<file path="src/rtl/traffic_timer_pkg.sv">
// Shared definitions for the intersection phase timers: state encoding and
// second-count widths.
package traffic_timer_pkg;

  typedef enum logic [1:0] {
    ST_IDLE = 2'd0,
    ST_RUN  = 2'd1,
    ST_HOLD = 2'd2
  } timerState_t;

  localparam int SEC_W               = 7;
  localparam int DEFAULT_MAX_SECONDS = 99;

endpackage

</file>
<file path="src/rtl/tick_prescaler.sv">
// Divides the system clock down to a one-cycle tick every TICKS_PER_SEC
// enabled cycles; holds its count while disabled.
module tick_prescaler #(
  parameter int TICKS_PER_SEC = 50000000
) (
  input  logic clk,
  input  logic reset,
  input  logic clear,
  input  logic enable,
  output logic tick
);

  localparam int CNT_W = $clog2(TICKS_PER_SEC);
  localparam logic [CNT_W-1:0] LAST = CNT_W'(TICKS_PER_SEC - 1);

  logic [CNT_W-1:0] count;

  assign tick = enable && (count == LAST);

  // NOTE: registers use non-blocking assignments so every flop samples the
  // pre-edge values and the order of statements cannot create races.
  always_ff @(posedge clk) begin
    if (reset || clear) begin
      count <= '0;
    end else if (enable) begin
      count <= tick ? '0 : count + CNT_W'(1);
    end
  end

endmodule

</file>
<file path="src/rtl/phase_countdown_timer.sv">
// Loads a phase duration in seconds, counts it down at 1 Hz with pause/hold,
// and reports the remaining time in binary and BCD plus an expiry pulse.
module phase_countdown_timer
  import traffic_timer_pkg::*;
#(
  parameter int TICKS_PER_SEC = 50000000,
  parameter int MAX_SECONDS   = DEFAULT_MAX_SECONDS
) (
  input  logic             clk,
  input  logic             reset,
  input  logic             load,
  input  logic [SEC_W-1:0] loadTime,
  input  logic             pause,
  output logic [SEC_W-1:0] remaining,
  output logic [3:0]       remTens,
  output logic [3:0]       remOnes,
  output logic             busy,
  output logic             expired
);

  localparam logic [SEC_W-1:0] MAX_SEC = SEC_W'(MAX_SECONDS);

  timerState_t      state;
  logic             tick;
  logic [SEC_W-1:0] satLoad;

  function automatic logic [7:0] toBcd(input logic [SEC_W-1:0] value);
    return {4'(value / SEC_W'(10)), 4'(value % SEC_W'(10))};
  endfunction

  assign satLoad = (loadTime > MAX_SEC) ? MAX_SEC : loadTime;
  assign busy    = (state != ST_IDLE);
  assign {remTens, remOnes} = toBcd(remaining);

  tick_prescaler #(
    .TICKS_PER_SEC(TICKS_PER_SEC)
  ) u_prescaler (
    .clk   (clk),
    .reset (reset),
    .clear (load),
    .enable((state == ST_RUN) && !pause && !load),
    .tick  (tick)
  );

  always_ff @(posedge clk) begin
    if (reset) begin
      state     <= ST_IDLE;
      remaining <= '0;
      expired   <= 1'b0;
    end else begin
      expired <= 1'b0;
      if (load) begin
        state     <= ST_RUN;
        remaining <= satLoad;
      end else begin
        case (state)
          ST_RUN: begin
            // A zero-length load expires immediately, without waiting a tick.
            if (remaining == '0) begin
              state   <= ST_IDLE;
              expired <= 1'b1;
            end else if (pause) begin
              state <= ST_HOLD;
            end else if (tick) begin
              remaining <= remaining - SEC_W'(1);
              if (remaining == SEC_W'(1)) begin
                state   <= ST_IDLE;
                expired <= 1'b1;
              end
            end
          end
          ST_HOLD: begin
            if (!pause) state <= ST_RUN;
          end
          default: ;
        endcase
      end
    end
  end

endmodule

</file>
<file path="config.mk">
export PLATFORM = sky130hd
export DESIGN_NAME = phase_countdown_timer
export DESIGN_NICKNAME = d
export VERILOG_FILES = /design/src/rtl/traffic_timer_pkg.sv /design/src/rtl/tick_prescaler.sv /design/src/rtl/phase_countdown_timer.sv
export SDC_FILE = /design/constraint.sdc
export NUM_CORES = 1
export LEC_CHECK = 0
export CORE_UTILIZATION = 55
export DETAILED_ROUTE_END_ITERATION = 6
export PLACE_DENSITY = 0.87
export SLEW_MARGIN = 20
export SYNTH_ARGS = -nofsm -noshare
export SYNTH_HDL_FRONTEND = slang
export SYNTH_SLANG_ARGS = --single-unit
export TNS_END_PERCENT = 5
</file>
<file path="constraint.sdc">
create_clock -name clk -period 3.4 [get_ports clk]
set_input_delay 0.68 -clock clk [delete_from_list [all_inputs] [get_ports clk]]
set_output_delay 0.68 -clock clk [all_outputs]
set_load 0.02 [all_outputs]
</file>
==> results_dict.tcl <==
set metrics [dict create \
    synth.distinct_cells 55 \
    crit_type "reg -> out" \
    ys_seq_elements 36 \
    worstMarginPinSlew_ns 0.5251 \
    hold_path.class "reg -> reg" \
    peakVddDrop_mv 0.2922 \
    seq_area_frac_synth 0.3184 \
    dp.cells 356 \
    diodes 0 \
    grt_pass1_vias 1947 \
    grtUsageTotal 0.2565 \
    synth_top_family_by_area "simple AND/OR/NAND/NOR gates" \
    rsz0062_at_grt "no" \
    wl_per_cell_um 14.19 \
    route.detailed.drc 0 \
    synth_top_area_frac 0.3184 \
    slowest_delay_ns 0.52 \
    die_h_um 66.15 \
    netlist_area_sq_mm 0.002263 \
    crit_required_ns 2.72 \
    critPathArrivalTime_ns 2.65 \
    synth_xor_area_frac 0.09287 \
    path_clk_slew_ns 0.08 \
    cts_buffers 5 \
    synthAdderAreaFrac 0.03317 \
    finalNonFillerCells 364 \
    port-buffer-count 27 \
    grt_max_degree 21 \
    cts_tree "yes" \
    hold_viol 0 \
    dp_slack_ns -0.1680 \
    report.final.slew_viol_count 0 \
    cp_slowest_cell "or4bb_1" \
    antenna_found_initial 0 \
    numClockSinks 36 \
    syn2layout_area_growth_pct 24.05 \
    p_total_mw 1.098 \
    hpwl_mm 3.762 \
    postRouteAntennaNets 0 \
    cts_buffer_depth 2 \
    path_max_fanout 6 \
    relSlewSlack 0.6467 \
    drive_gt1_frac 0.1930 \
    power_density_mw_per_mm2 391.0 \
    cp-end-kind "output pin" \
    cts_root_buf "clkbuf_8" \
    yosys.area_share.simple 0.3477 \
    rows 22 \
    nNetsFinal 332 \
    cts_hold_buffers 0 \
    core_sq_mm 0.003799 \
    syn-num-nets 295 \
    clkLatencyLatePin_ns 0.30 \
    synth_area_leaders "dfxtp_1 32%, xnor2_1 5.4%, nor2_1 5.3%, a21oi_1 4.2%, xor2_1 3.9%" \
    start_kind "flip-flop" \
    cap_violations 0 \
    tns_ns 0 \
    gp_congestion 0.8548 \
    viasPerCell 5.788 \
    initial_core_util 0.5958 \
    postCtsSetupBuffers 0 \
    drtIter0Drc 114 \
    synth_mux_area_frac 0.01769 \
    multi_input_area_sq_mm 0.001488 \
    synth_compound_area_frac 0.1426 \
    synth_area_leader_cell "dfxtp_1" \
    ios 28 \
    fin_ws_ns 0.07478 \
    skew_ns 0.01748 \
    leakage_nw 1.027 \
    grt_pass1_wl_mm 8.700 \
    finalCritPeriodShare 0.9780 \
    r2r_slack_ns 0.89 \
    firstDrtPassIters 4 \
    wl_mm 5.165 \
    ys.flop_type "dfxtp_1" \
    final-seq-area_sq_um 724.4 \
    async_flop_share 0 \
    htree_levels 2 \
    vias 2107 \
    synth_edf_count 0 \
    yosysWarnings 0 \
    fillers 275 \
    syn_inst 278 \
    avgSynthCellArea_sq_um 8.142 \
    outcome "completed" \
    crit_chain "or4bb_1 -> o311ai_2 -> or2_4 -> nor2b_4 -> a21oi_2 -> ha_2 -> nor3b_2 -> mux2i_1 -> o211a_2 -> clkdlybuf4s15_2" \
    fin_crit_ns 3.325 \
    die_area_sq_mm 0.004376 \
    grt_overflow 0 \
    fmax_mhz 300.7 \
    setup_viol 0 \
    die_width_um 66.15 \
]
[worst paths after layout]
kind,depth (start not counted),end,start
worst min register to register,2,u_prescaler.count[1]$_SDFFE_PP0P_,u_prescaler.count[1]$_SDFFE_PP0P_
worst min-delay path,2,u_prescaler.count[1]$_SDFFE_PP0P_,u_prescaler.count[1]$_SDFFE_PP0P_
worst max register to register,7,u_prescaler.count[15]$_SDFFE_PP0P_,u_prescaler.count[0]$_SDFFE_PP0P_
worst max-delay path,10,remTens[0],remaining[6]$_SDFFE_PP0P_
[synthesized netlist by cell type (all sizes together), types with 3 or more instances]
| library cell | number |
|---|---|
| a21oi | 19 |
| a31o | 3 |
| and3 | 3 |
| and4 | 3 |
| buf | 8 |
| clkbuf | 6 |
| dfxtp | 36 |
| ha | 6 |
| inv | 10 |
| mux2i | 4 |
| nand2 | 21 |
| nand2b | 5 |
| nand3 | 16 |
| nand4 | 11 |
| nor2 | 34 |
| nor2b | 6 |
| nor3 | 11 |
| nor4 | 5 |
| o21ai | 6 |
| or2 | 6 |
| or3 | 6 |
| xnor2 | 14 |
| xor2 | 10 |
[stage by stage]
| stage | hold WS, ns | util | instance area (sq um) |
|---|---|---|---|
| 2_1_floorplan | 0.4617 | - | 2286 |
| 5_1_grt | 0.5180 | 0.7391 | 2808 |
| 6_report | 0.4921 | 0.7391 | 2808 |
| 3_5_place_dp | 0.4875 | 0.7029 | 2670 |
| 3_3_place_gp | 0.4809 | 0.7029 | 2670 |
| 4_1_cts | 0.4969 | 0.7325 | 2783 |
[report_power, final]
group          internal, mW  switching (mW)  leakage, nW
Sequential            0.429         0.00889        0.293
Combinational         0.134           0.144        0.680
Clock                 0.217           0.164       0.0541
Total                 0.780           0.317         1.03
[what timing repair did]
| item | CTS | global route |
|---|---|---|
| setup endpoints to repair | 4 | 4 |
| pin swaps | 2 | 3 |
| resized for setup | 18 | 11 |
[cells in the final DEF, fill, tap and decap left out, drive strengths merged, types with 6 or more instances in the layout]
cell type / count
xor2: 10
clkdlybuf4s50: 23
nand4: 11
xnor2: 14
a21oi: 19
buf: 20
inv: 10
or2: 6
nor2b: 6
nor2: 34
ha: 6
o21ai: 6
nand2: 21
or3: 6
nor3: 11
nand3: 16
dfxtp: 36
[layout make-up]
type,count,area share
timing repair buffer,44,0.1377
clock buffer,5,0.02451
multi-input combinational,218,0.5299
clock inverter,3,0.01515
inverter,10,0.01337
tap,48,0.02139
sequential,36,0.2580
[state kept, by name, indices dropped and copies added (netlist names)]
| signal | flops |
|---|---|
| u_prescaler.count | 26 |
| expired | 1 |
| state | 2 |
| remaining | 7 |
[cell families after synthesis]
group / count (synthesis)
buf+inv: 24
compound gates: 49
simple gates: 135
mux: 4
fa+ha+maj: 6
flops: 36
xor+xnor: 24
[layer usage]
| metal | wire length, um | global-route usage | vias to the layer above |
|---|---|---|---|
| met5 | 0 | 0 | - |
| li1 | - | - | 1066 |
| met1 | 2336 | 0.3189 | 978 |
| met2 | 2546 | 0.4388 | 58 |
| met4 | 48 | 0.08777 | 0 |
| met3 | 233 | 0.05000 | 5 |
[worst max-delay path, delay by kind of cell, from the launching register on]
kind / cells / cell delay, ns
AOI/OAI and AO/OA: 3 / 0.41
DFF: 1 / 0.34
buffers and inverters: 1 / 0.28
muxes: 1 / 0.12
adders and majority gates: 1 / 0.19
and+or+nand+nor: 4 / 1.00
Power figures use the tool's default switching activity.
